--- src/rtl/fir_sample_feeder.sv ---
// rtl/fir_sample_feeder.sv - sample FIFO feeding a handshake-driven FIR filter, one sample in flight
module fir_sample_feeder #(
    parameter int DEPTH   = 8,
    parameter int TIMEOUT = 32
) (
    input  logic                      clk,
    input  logic                      rst,
    input  logic signed [7:0]         s_data,
    input  logic                      s_valid,
    output logic                      s_ready,
    output logic signed [7:0]         f_data,
    output logic                      f_flag,
    input  logic                      f_done,
    input  logic signed [31:0]        f_sum,
    output logic signed [31:0]        r_sum,
    output logic                      r_valid,
    output logic                      timeout_err,
    output logic [$clog2(DEPTH):0]    fill
);

    localparam int AW = $clog2(DEPTH);
    localparam int CW = $clog2(TIMEOUT + 1);
    localparam logic [AW:0]   FULL   = (AW + 1)'(DEPTH);
    localparam logic [CW-1:0] TO_VAL = CW'(TIMEOUT);

    typedef enum logic [2:0] {
        IDLE,
        ISSUE,
        WAIT_LOW,
        WAIT_HIGH,
        SETTLE,
        CAPTURE
    } state_t;

    state_t            state;
    logic signed [7:0] mem [DEPTH];
    logic [AW-1:0]     wr_ptr;
    logic [AW-1:0]     rd_ptr;
    logic [CW-1:0]     wait_cnt;
    logic [CW-1:0]     wait_cnt_inc;
    logic              push;
    logic              pop;

    // Readiness comes from the registered fill only, so a pop in the same
    // cycle never opens a slot in a full FIFO.
    assign s_ready      = (fill < FULL);
    assign push         = s_valid && s_ready;
    assign pop          = (state == IDLE) && (fill != '0) && f_done;
    assign wait_cnt_inc = wait_cnt + CW'(1);

    // Sample storage; contents are don't-care until fill says otherwise.
    always_ff @(posedge clk) begin
        if (push) begin
            mem[wr_ptr] <= s_data;
        end
    end

    // FIFO pointers wrap naturally because DEPTH is a power of two.
    always_ff @(posedge clk or posedge rst) begin
        if (rst) begin
            wr_ptr <= '0;
            rd_ptr <= '0;
            fill   <= '0;
        end else begin
            if (push) begin
                wr_ptr <= wr_ptr + AW'(1);
            end
            if (pop) begin
                rd_ptr <= rd_ptr + AW'(1);
            end
            case ({push, pop})
                2'b10:   fill <= fill + (AW + 1)'(1);
                2'b01:   fill <= fill - (AW + 1)'(1);
                default: fill <= fill;
            endcase
        end
    end

    // Filter handshake: issue one sample, wait for done to drop then rise,
    // let the sum settle for a cycle, capture it; give up after TIMEOUT cycles.
    always_ff @(posedge clk or posedge rst) begin
        if (rst) begin
            state       <= IDLE;
            f_data      <= '0;
            f_flag      <= 1'b0;
            r_sum       <= '0;
            r_valid     <= 1'b0;
            timeout_err <= 1'b0;
            wait_cnt    <= '0;
        end else begin
            f_flag  <= 1'b0;
            r_valid <= 1'b0;
            case (state)
                IDLE: begin
                    if (pop) begin
                        f_data <= mem[rd_ptr];
                        f_flag <= 1'b1;
                        state  <= ISSUE;
                    end
                end
                ISSUE: begin
                    wait_cnt <= '0;
                    state    <= WAIT_LOW;
                end
                WAIT_LOW: begin
                    wait_cnt <= wait_cnt_inc;
                    if (wait_cnt_inc == TO_VAL) begin
                        timeout_err <= 1'b1;
                        state       <= IDLE;
                    end else if (!f_done) begin
                        state <= WAIT_HIGH;
                    end
                end
                WAIT_HIGH: begin
                    wait_cnt <= wait_cnt_inc;
                    if (wait_cnt_inc == TO_VAL) begin
                        timeout_err <= 1'b1;
                        state       <= IDLE;
                    end else if (f_done) begin
                        state <= SETTLE;
                    end
                end
                SETTLE: begin
                    r_sum   <= f_sum;
                    r_valid <= 1'b1;
                    state   <= CAPTURE;
                end
                CAPTURE: begin
                    state <= IDLE;
                end
                default: begin
                    state <= IDLE;
                end
            endcase
        end
    end

endmodule

--- config.mk ---
export PLATFORM = sky130hd
export DESIGN_NAME = fir_sample_feeder
export DESIGN_NICKNAME = d
export VERILOG_FILES = /design/src/rtl/fir_sample_feeder.sv
export SDC_FILE = /design/constraint.sdc
export NUM_CORES = 1
export LEC_CHECK = 0
export ABC_AREA = 1
export CAP_MARGIN = 20
export CELL_PAD_IN_SITES_DETAIL_PLACEMENT = 1
export CELL_PAD_IN_SITES_GLOBAL_PLACEMENT = 2
export CORE_MARGIN = 3
export CORE_UTILIZATION = 36
export CTS_BUF_LIST = sky130_fd_sc_hd__clkbuf_16
export CTS_CLUSTER_SIZE = 20
export DETAILED_ROUTE_END_ITERATION = 12
export PLACE_DENSITY_LB_ADDON = 0.1
export SLEW_MARGIN = 20
export SYNTH_ARGS = -nofsm -noshare
export SYNTH_HDL_FRONTEND = slang
export SYNTH_SLANG_ARGS = --single-unit
--- constraint.sdc ---
create_clock -name clk -period 3.9 [get_ports clk]
set_input_delay 0.39 -clock clk [delete_from_list [all_inputs] [get_ports clk]]
set_output_delay 0.39 -clock clk [all_outputs]
set_load 0.005 [all_outputs]
## After elaboration in Yosys (flattened, before gate mapping)

Memories as Yosys holds them, arrays and structs flattened. A register that Yosys moved wholly into a read port is not among the register bits.
Index checks and enable logic that the tools add are counted.

| operators by class | value |
|---|---|
| $add $sub $neg | 5 |
| magnitude comparators | 1 |
| equal/unequal tests | 10 |
| multiplexer cells | 13 |
| reduce and logical (&&, ||, !) cells | 11 |

Operators by type and width:

| kind | count |
|---|---|
| 3-bit 2-to-1 mux | 5 |
| 3-bit case mux with 5 select lines | 1 |
| 6-bit case mux with 2 select lines | 1 |
| 4-bit case mux with 2 select lines | 1 |
| 3-bit by 1-bit adder with 3-bit output (second input constant) | 2 |
| 6-bit by 1-bit adder with 6-bit output (second input constant) | 1 |
| 3-bit by 2-bit equality test with 1-bit output (second input constant) | 2 |
| 6-bit equality test (second input constant) | 1 |
| 3-bit != test (second input constant) | 2 |
| 1-bit 2-to-1 mux | 5 |
| 4-bit by 1-bit adder with 4-bit output (second input constant) | 1 |
| 4-bit less-than comparator (second input constant) | 1 |
| 2-bit AND reduction | 2 |
| 2-bit nonzero test | 2 |
| 4-bit nonzero test | 1 |
| 4-bit by 1-bit subtractor with 4-bit output (second input constant) | 1 |
| 3-bit by 1-bit equality test with 1-bit output (second input constant) | 1 |
| 3-bit equality test (second input constant) | 1 |
| 1-bit logical AND | 3 |
| 3-bit zero test | 1 |
| 3-bit AND reduction | 1 |
| 2-bit by 1-bit equality test with 1-bit output (second input constant) | 1 |
| 2-bit equality test (second input constant) | 1 |
| 2-bit != test (second input constant) | 1 |
| 2-bit OR reduction | 1 |

| word-level totals | value |
|---|---|
| register bits after elaboration | 54 |
| RAM bits | 64 |
| logic and storage cells | 50 |
| memories | 1 |

Memory list:

| memory | words | width | rd ports | clocked after Yosys merged registers in | write ports | line | source |
|---|---|---|---|---|---|---|---|
| mem | 8 | 8 | 1 | 1 | 1 | 36 | `logic signed [7:0] mem [DEPTH];` |

## Logic depth before layout (Yosys ltp)

Gate-level depths: netlist (run 1).

| logic depth | value |
|---|---|
| depth in word-level cells | 5 |
| mapped depth | 16 |
| mapped depth without buffers | 15 |

## Worst setup path before layout (run 1)

No wires, ideal clock.

| timing path | value |
|---|---|
| path kind | reg-to-reg |
| from | register state[1] |
| to | register fill[2] |
| data arrival time | 2.090 ns |
| data required time | 3.818 ns |
| slack | 1.729 ns |
| stages on the path, launching flop included | 13 |
| cell sequence | dfrtp_1 > nor2_4 > inv_2 > nor2_2 > nand3_2 > buf_2 > inv_1 > ha_1 > xor2_1 > ha_1 > a21oi_1 > or2_2 > a31oi_1 |

| on the way | value |
|---|---|
| longest elaborated chain between the ends | 5 |
| elaborated cells between the ends (all ways) | 7 |
| classes of those cells | eq/ne: 2; mux: 1; reduce/logical: 4 |

RTL lines:

| item | line | source |
|---|---|---|
| from (decl) | 35 | `state_t state;` |
| from (signal assigned) | 83 | `state <= IDLE;` |
| from (signal assigned) | 98 | `state <= ISSUE;` |
| from (signal assigned) | 103 | `state <= WAIT_LOW;` |
| 3-bit zero test * | 48 | `assign pop = (state == IDLE) && (fill != '0) && f_done;` |
| 1-bit logical AND * (2 in series) | 48 |  |
| via pop | 42 | `logic pop;` |
| 2-bit by 1-bit equality test with 1-bit output or 2-bit equality test (tied branches) | 71 | `case ({push, pop})` |
| 4-bit case mux with 2 select lines or 2-bit nonzero test (tied branches) | - |  |
| to (signal assigned) | 72 | `2'b10: fill <= fill + (AW + 1)'(1);` |
| to (signal assigned) | 73 | `2'b01: fill <= fill - (AW + 1)'(1);` |
| to (signal assigned) | 74 | `default: fill <= fill;` |
| to (decl) | 18 | `output logic [$clog2(DEPTH):0] fill` |

The timed path passes the listed nets; every way through them passes the cells marked *.
A chain may end at the register's enable or synchronous reset.

## Worst setup path after layout (run 1)

Same ends and word-level chain as after synthesis.

==> impl_metrics.csv, run 1 <==
group,metric,value,unit
status,status,"completed",
routing,drt_iter0_drc,232,
synth,synthDominantCellAreaShare,37.63,%
placed_design,routabilityCongestion,0.7819,
clock_tree,cts_num_sinks,126,
worst_setup_path,worstRegToRegCells,11,
power,vdd_drop_max,0.0003412,V
synth,synth_edf_count,64,
clock_tree,cts_tree,"built",
worst_setup_path,cp_common_cell,"ha_1",
timing,slew_violations,0,
global_route,grt_max_degree,38,
finish,layout-drive-gt1-share,7.783,%
worst_setup_path,max_stage_delay,0.46,ns
synth,yosysTopAreaCell,"edfxtp_1",
synth,seq_area_frac_synth,68.01,%
clock_tree,ctsResizeCount,0,
routing,drt_pass1_iterations,4,
timing,slew_headroom,34.97,%
worst_setup_path,critical_path.max_fanout,12,
placed_design,io_buffer_count,91,
die,initial_utilization,37.67,%
clock_tree,clk_pin_slew,0.06,ns
synth,synth_cell_type_count,30,
synth,yosys.cell_count.top_type,"nand2_1",
worst_setup_path,cp.buffers_inverters,2,
synth,syn_inst,482,
routing,wire_per_inst,16.33,um
global_route,track_usage,16.79,%
synth,avgSynthCellArea,10.60,um2
finish,nets,628,
timing,finalSetupTns,0,ns
clock_tree,clock_path_buffers,2,
synth,ys.flop_type,"edfxtp_1",
synth,async_flop_share,49.21,%
clock_tree,cts-root-buf,"clkbuf_16",
power,p_leak,0.002764,uW
routing,drc,0,
timing,max_freq,394.0,MHz
synth,synth_commonest_cells,"nand2_1, edfxtp_1, dfrtp_1, nor2_1, o21ai_0",
global_route,antenna_found_initial,0,
finish,final_util,49.71,%
worst_setup_path,critical-path-top-delay-family,"simple AND/OR/NAND/NOR gates",
finish,antenna_cells,0,
routing,ant_nets,0,
timing,grt_setup_unrepaired,"no",
routing,routed_via_density,4.863,
synth,syn_nets,532,
global_route,use_met1,22.20,%
clock_tree,holdBufCountCts,0,
synth,netlist_top_cells_area,"edfxtp_1, dfrtp_1, nand2_1",
timing,fin_crit_sh,65.07,%
timing,hold_viol,0,
die,rows,42,
timing,setup_viol_count_final,0,
worst_setup_path,path_cells,"nor2_4 > inv_2 > nor2_2 > nand3_2 > inv_1 > ha_1 > xor2_1 > ha_1 > a21oi_1 > or2_2 > a31oi_1",
worst_setup_path,crit_slowest_cell,"dfrtp_1",
finish,syn_to_final_growth,31.97,%
clock_tree,cts_setup_buffers,0,
die,die_y,125.1,um
global_route,met2_usage,25.88,%
global_route,gr-max-usage-layer,"met2",
global_route,grt_use_met3,5.885,%
worst_setup_path,crit_required,4.22,ns
global_route,grt_pass1_wl,20900,um
die,io_pins,92,
worst_setup_path,cp-start-kind,"flop",
worst_setup_path,r2r_end,"fill[2]$_DFFE_PP0P_",
clock_tree,clk_latency,0.41,ns
worst_setup_path,reg2reg_slack,1.36,ns
clock_tree,cts_made_buffers,17,
die,coreArea,13560,um2
timing,worst_clock_skew,0.007490,ns
power,powerDensity,798.5,nW/um2
die,die_x,125.1,um
placed_design,place_hpwl,8574,um
global_route,overflow,0,
timing,tightest_slew,0.9743,ns
timing,period_needed,2.538,ns
routing,drt-total-wl,12520,um
job,maxCapViolations,0,
power,power,5382,uW
worst_hold_path,hold_path.class,"input pin to async pin",
clock_tree,htreeDepth,4,
worst_setup_path,crit_type,"flop to flop",
worst_setup_path,crit_path_end_kind,"flop",
worst_setup_path,cp.arrival,2.86,ns
die,dieArea,15650,um2
synth,ys_ff_latch,126,
global_route,grt_pass1_vias,4074,
synth,netlist_area,5107,um2
synth,synth_warnings,0,
worst_setup_path,r2r-start,"state[1]$_DFFE_PP0P_",
routing,via_count,3730,
==> worst register-to-register path, cell delays in order (launching register included) <==
cell     delay [ns]
dfrtp_1        0.46
nor2_4         0.16
inv_2          0.07
nor2_2         0.13
nand3_2        0.25
inv_1          0.17
ha_1           0.28
xor2_1         0.23
ha_1           0.19
a21oi_1        0.05
or2_2          0.31
a31oi_1        0.15
==> logic make-up (layout without fill, tap and decap cells) <==
logic type	count (synthesis)	after routing	share of synthesized area (%)
AND/OR/NAND/NOR	216	216	17.05
flip-flops	126	126	68.01
AO/OA/AOI/OAI	89	89	9.309
buffers and inverters	40	149	3.307
adder cells (fa/ha/maj)	6	6	1.470
XOR/XNOR	5	5	0.8574
==> cell usage in the layout (no fill, tap or decap), types with 3 or more instances in the layout <==
| master | n |
|---|---|
| dfrtp_1 | 62 |
| inv_1 | 19 |
| clkinv_4 | 6 |
| a21oi_1 | 4 |
| clkinvlp_4 | 3 |
| ha_1 | 6 |
| inv_6 | 3 |
| clkdlybuf4s50_1 | 91 |
| inv_2 | 5 |
| nor2_1 | 58 |
| o21ai_1 | 19 |
| nand3_1 | 12 |
| nand2_1 | 135 |
| xor2_1 | 4 |
| o21ai_0 | 45 |
| clkbuf_16 | 17 |
| o22ai_1 | 17 |
| edfxtp_1 | 64 |
==> per-stage QoR <==
| stage | hold WS, ns | setup WS, ns | cell area [um2] | std cells |
|---|---|---|---|---|
| floorplan | 0.4645 | 1.729 | 5107 | 482 |
| global placement | 0.4530 | 1.427 | 6175 | 735 |
| detailed placement | 0.4610 | 1.263 | 6175 | 735 |
| CTS | 0.4697 | 1.345 | 6740 | 767 |
| global route | 0.5005 | 1.124 | 6740 | 767 |
| finish | 0.4558 | 1.362 | 6740 | 767 |
==> worst max-delay path by stage <==
stage | start | end | depth (start not counted)
5_1_grt | state[1]$_DFFE_PP0P_ | fill[2]$_DFFE_PP0P_ | 11
3_5_place_dp | f_done | fill[2]$_DFFE_PP0P_ | 9
4_1_cts | state[1]$_DFFE_PP0P_ | fill[2]$_DFFE_PP0P_ | 11
2_1_floorplan | state[1]$_DFFE_PP0P_ | fill[2]$_DFFE_PP0P_ | 12
3_3_place_gp | f_done | fill[2]$_DFFE_PP0P_ | 9
6_report | state[1]$_DFFE_PP0P_ | fill[2]$_DFFE_PP0P_ | 11
==> report_power, final <==
part	switching [uW]	total (uW)	internal [uW]
Clock	599	1480	882
Combinational	1010	1850	834
Sequential	261	2050	1790
==> registers in the layout, summed over array words and instances (netlist names) <==
| register | cells |
|---|---|
| mem | 64 |
| r_sum | 32 |
| f_data | 8 |
| wait_cnt | 6 |
| fill | 4 |
| rd_ptr | 3 |
| state | 3 |
| wr_ptr | 3 |
| f_flag | 1 |
| r_valid | 1 |
| timeout_err | 1 |
==> final cells by class <==
class,count,area [um2]
clock buffers,17,425.4
repair buffers,93,925.9
multi-input cells,316,1465
fillers,1493,6818
inverters,24,90.09
well taps,176,220.2
flip-flops and latches,126,3473
clock inverters,15,140.1
==> per-layer routing <==
metal	vias up	routed length (um)
met5	-	0
met4	0	158
met3	13	763
met2	92	5766
met1	1810	5833
li1	1815	-
(Power assumes the default switching activity.)
==> run 2: changes to the inputs <==
--- a/config.mk
+++ b/config.mk
@@ -10,7 +10,7 @@
 export CELL_PAD_IN_SITES_DETAIL_PLACEMENT = 1
 export CELL_PAD_IN_SITES_GLOBAL_PLACEMENT = 2
 export CORE_MARGIN = 3
-export CORE_UTILIZATION = 36
+export CORE_UTILIZATION = 33
 export CTS_BUF_LIST = sky130_fd_sc_hd__clkbuf_16
 export CTS_CLUSTER_SIZE = 20
 export DETAILED_ROUTE_END_ITERATION = 12
==> constraint.sdc (replaced) <==
create_clock -name clk -period 2.6 [get_ports clk]
set_input_delay 0.26 -clock clk [delete_from_list [all_inputs] [get_ports clk]]
set_output_delay 0.26 -clock clk [all_outputs]
set_load 0.005 [all_outputs]
==> impl_metrics.csv, run 2 (synthesized netlist as in run 1, its figures left out) <==
group,metric,value,unit
die,die_x,130.4,um
routing,via_count,3715,
worst_setup_path,cp_common_cell,"ha_1",
routing,routed_via_density,4.751,
timing,hold_viol,0,
global_route,grt_max_degree,63,
worst_setup_path,cp.buffers_inverters,2,
finish,largest_register_ffs,64,
worst_setup_path,crit_required,2.94,ns
die,coreArea,14810,um2
clock_tree,htreeDepth,4,
job,maxCapViolations,0,
timing,worst_clock_skew,0.009872,ns
finish,final_cells,782,
worst_setup_path,max_stage_delay,0.47,ns
routing,drt-total-wl,12780,um
die,initial_utilization,34.49,%
timing,fin_crit_sh,85.43,%
timing,worst_slack,0.3787,ns
worst_setup_path,critical-path-top-delay-family,"simple AND/OR/NAND/NOR gates",
finish,antenna_cells,0,
worst_setup_path,cp-start-kind,"flop",
timing,finalSetupTns,0,ns
timing,max_freq,450.2,MHz
power,powerDensity,1197,nW/um2
finish,regMostFlops,"mem",
finish,fillers,1657,
clock_tree,cts_made_buffers,17,
clock_tree,clock_path_buffers,2,
timing,tightest_slew,0.7135,ns
placed_design,post-place-ws,0.3808,ns
finish,reg_top3,"mem x64, r_sum x32, f_data x8",
clock_tree,clk_latency,0.42,ns
clock_tree,cts-root-buf,"clkbuf_16",
routing,wire_per_inst,16.34,um
worst_setup_path,crit_path_end_kind,"flop",
placed_design,place_hpwl,8860,um
global_route,grt_pass1_wl,20600,um
placed_design,routabilityCongestion,0.7880,
clock_tree,cts_num_sinks,126,
worst_setup_path,crit_slowest_cell,"dfrtp_1",
die,io_pins,92,
timing,grt_setup_unrepaired,"no",
timing,slew_violations,0,
clock_tree,cts_setup_buffers,0,
power,p_leak,0.002828,uW
placed_design,io_buffer_count,91,
global_route,grt_pass1_vias,3916,
die,die_y,130.4,um
timing,setup_viol_count_final,0,
clock_tree,clk_pin_slew,0.06,ns
finish,final_common_cell,"nand2_1",
power,vdd_drop_max,0.0005092,V
routing,ant_nets,0,
timing,period_needed,2.221,ns
clock_tree,holdBufCountCts,0,
routing,drt_pass1_iterations,4,
global_route,overflow,0,
worst_setup_path,path_cells,"nor2_4 > inv_2 > nor2_2 > nand3_2 > inv_1 > ha_1 > xor2_1 > ha_1 > a21oi_1 > or2_2 > a31oi_1",
worst_setup_path,cp.arrival,2.56,ns
die,dieArea,17010,um2
die,rows,44,
worst_setup_path,critical_path.max_fanout,7,
power,power,8168,uW
finish,syn_to_final_growth,33.59,%
routing,drt_iter0_drc,241,
finish,layout-drive-gt1-share,8.027,%
timing,slew_headroom,52.26,%
worst_setup_path,crit_type,"flop to flop",
finish,nets,637,
clock_tree,ctsResizeCount,0,
global_route,antenna_found_initial,0,
placed_design,placed_cells,752,
routing,drc,0,
clock_tree,cts_tree,"built",
finish,final_cell_mix,"nand2_1, clkdlybuf4s50_1, edfxtp_1",
status,status,"completed",
worst_hold_path,hold_path.class,"input pin to async pin",
global_route,track_usage,15.98,%
finish,final_util,46.07,%
## run 2: cell count changes in the layout (fill, tap and decap cells not counted)
cell	before	now
buf_4	2	10
clkinv_4	6	0
clkinv_1	1	5
clkinv_2	1	4
clkinvlp_4	3	0
inv_6	3	0
bufinv_16	1	3
buf_12	0	1
inv_1	19	20
## run 2: report_power, final
part,switching (uW),internal [uW],total (uW)
sequential,376,2690,3070
clock,812,1460,2280
combinational,1530,1300,2830
## run 2: through the flow
step / hold WS (ns) / instance area [um2]
6_report: 0.2450 / 6823
5_1_grt: 0.2798 / 6823
4_1_cts: 0.2501 / 6823
3_5_place_dp: 0.4580 / 6265
3_3_place_gp: 0.4537 / 6265
2_1_floorplan: 0.3589 / 5107
## run 2: final timing paths
kind | startpoint | endpoint | slack [ns] | depth (start not counted)
max | state[1]$_DFFE_PP0P_ | fill[2]$_DFFE_PP0P_ | 0.38 | 11
min in group clk | f_sum[1] | r_sum[1]$_DFFE_PP0P_ | 0.39 | 3
min reg2reg | r_sum[20]$_DFFE_PP0P_ | r_sum[20]$_DFFE_PP0P_ | 0.46 | 2
max reg2reg | state[1]$_DFFE_PP0P_ | fill[2]$_DFFE_PP0P_ | 0.38 | 11
min | rst | rd_ptr[0]$_DFFE_PP0P_ | 0.24 | 3
max in group asynchronous | rst | r_sum[0]$_DFFE_PP0P_ | 2.09 | 3
## run 2: tightest hold or removal path: stages
cell and delay, ns:
clkdlybuf4s50_1 0.41, inv_2 0.07, buf_12 0.31
## run 2: layer usage
layer	global-route usage, %	up-vias	wire [um]
met4	5.082	0	136
met3	6.220	11	777
li1	-	1837	-
met5	0	-	0
met1	20.70	1777	6020
met2	24.86	90	5840
## run 2: area by class of cell
cell class / count / area [um2] / area share (%)
multi-input cells: 316 / 1465 / 21.47
flip-flops and latches: 126 / 3473 / 50.91
well taps: 184 / 230.2 / 3.374
inverters: 24 / 90.09 / 1.320
clock inverters: 13 / 132.6 / 1.944
clock buffers: 17 / 425.4 / 6.235
repair buffers: 102 / 1006 / 14.74
==> run 3: changes to the inputs <==
--- a/config.mk
+++ b/config.mk
@@ -14,6 +14,7 @@
 export CTS_BUF_LIST = sky130_fd_sc_hd__clkbuf_16
 export CTS_CLUSTER_SIZE = 20
 export DETAILED_ROUTE_END_ITERATION = 12
+export GPL_ROUTABILITY_DRIVEN = 1
 export PLACE_DENSITY_LB_ADDON = 0.1
 export SLEW_MARGIN = 20
 export SYNTH_ARGS = -nofsm -noshare
==> results of run 3 <==
No change in the layout: final DEF, timing and power equal those of run 2.
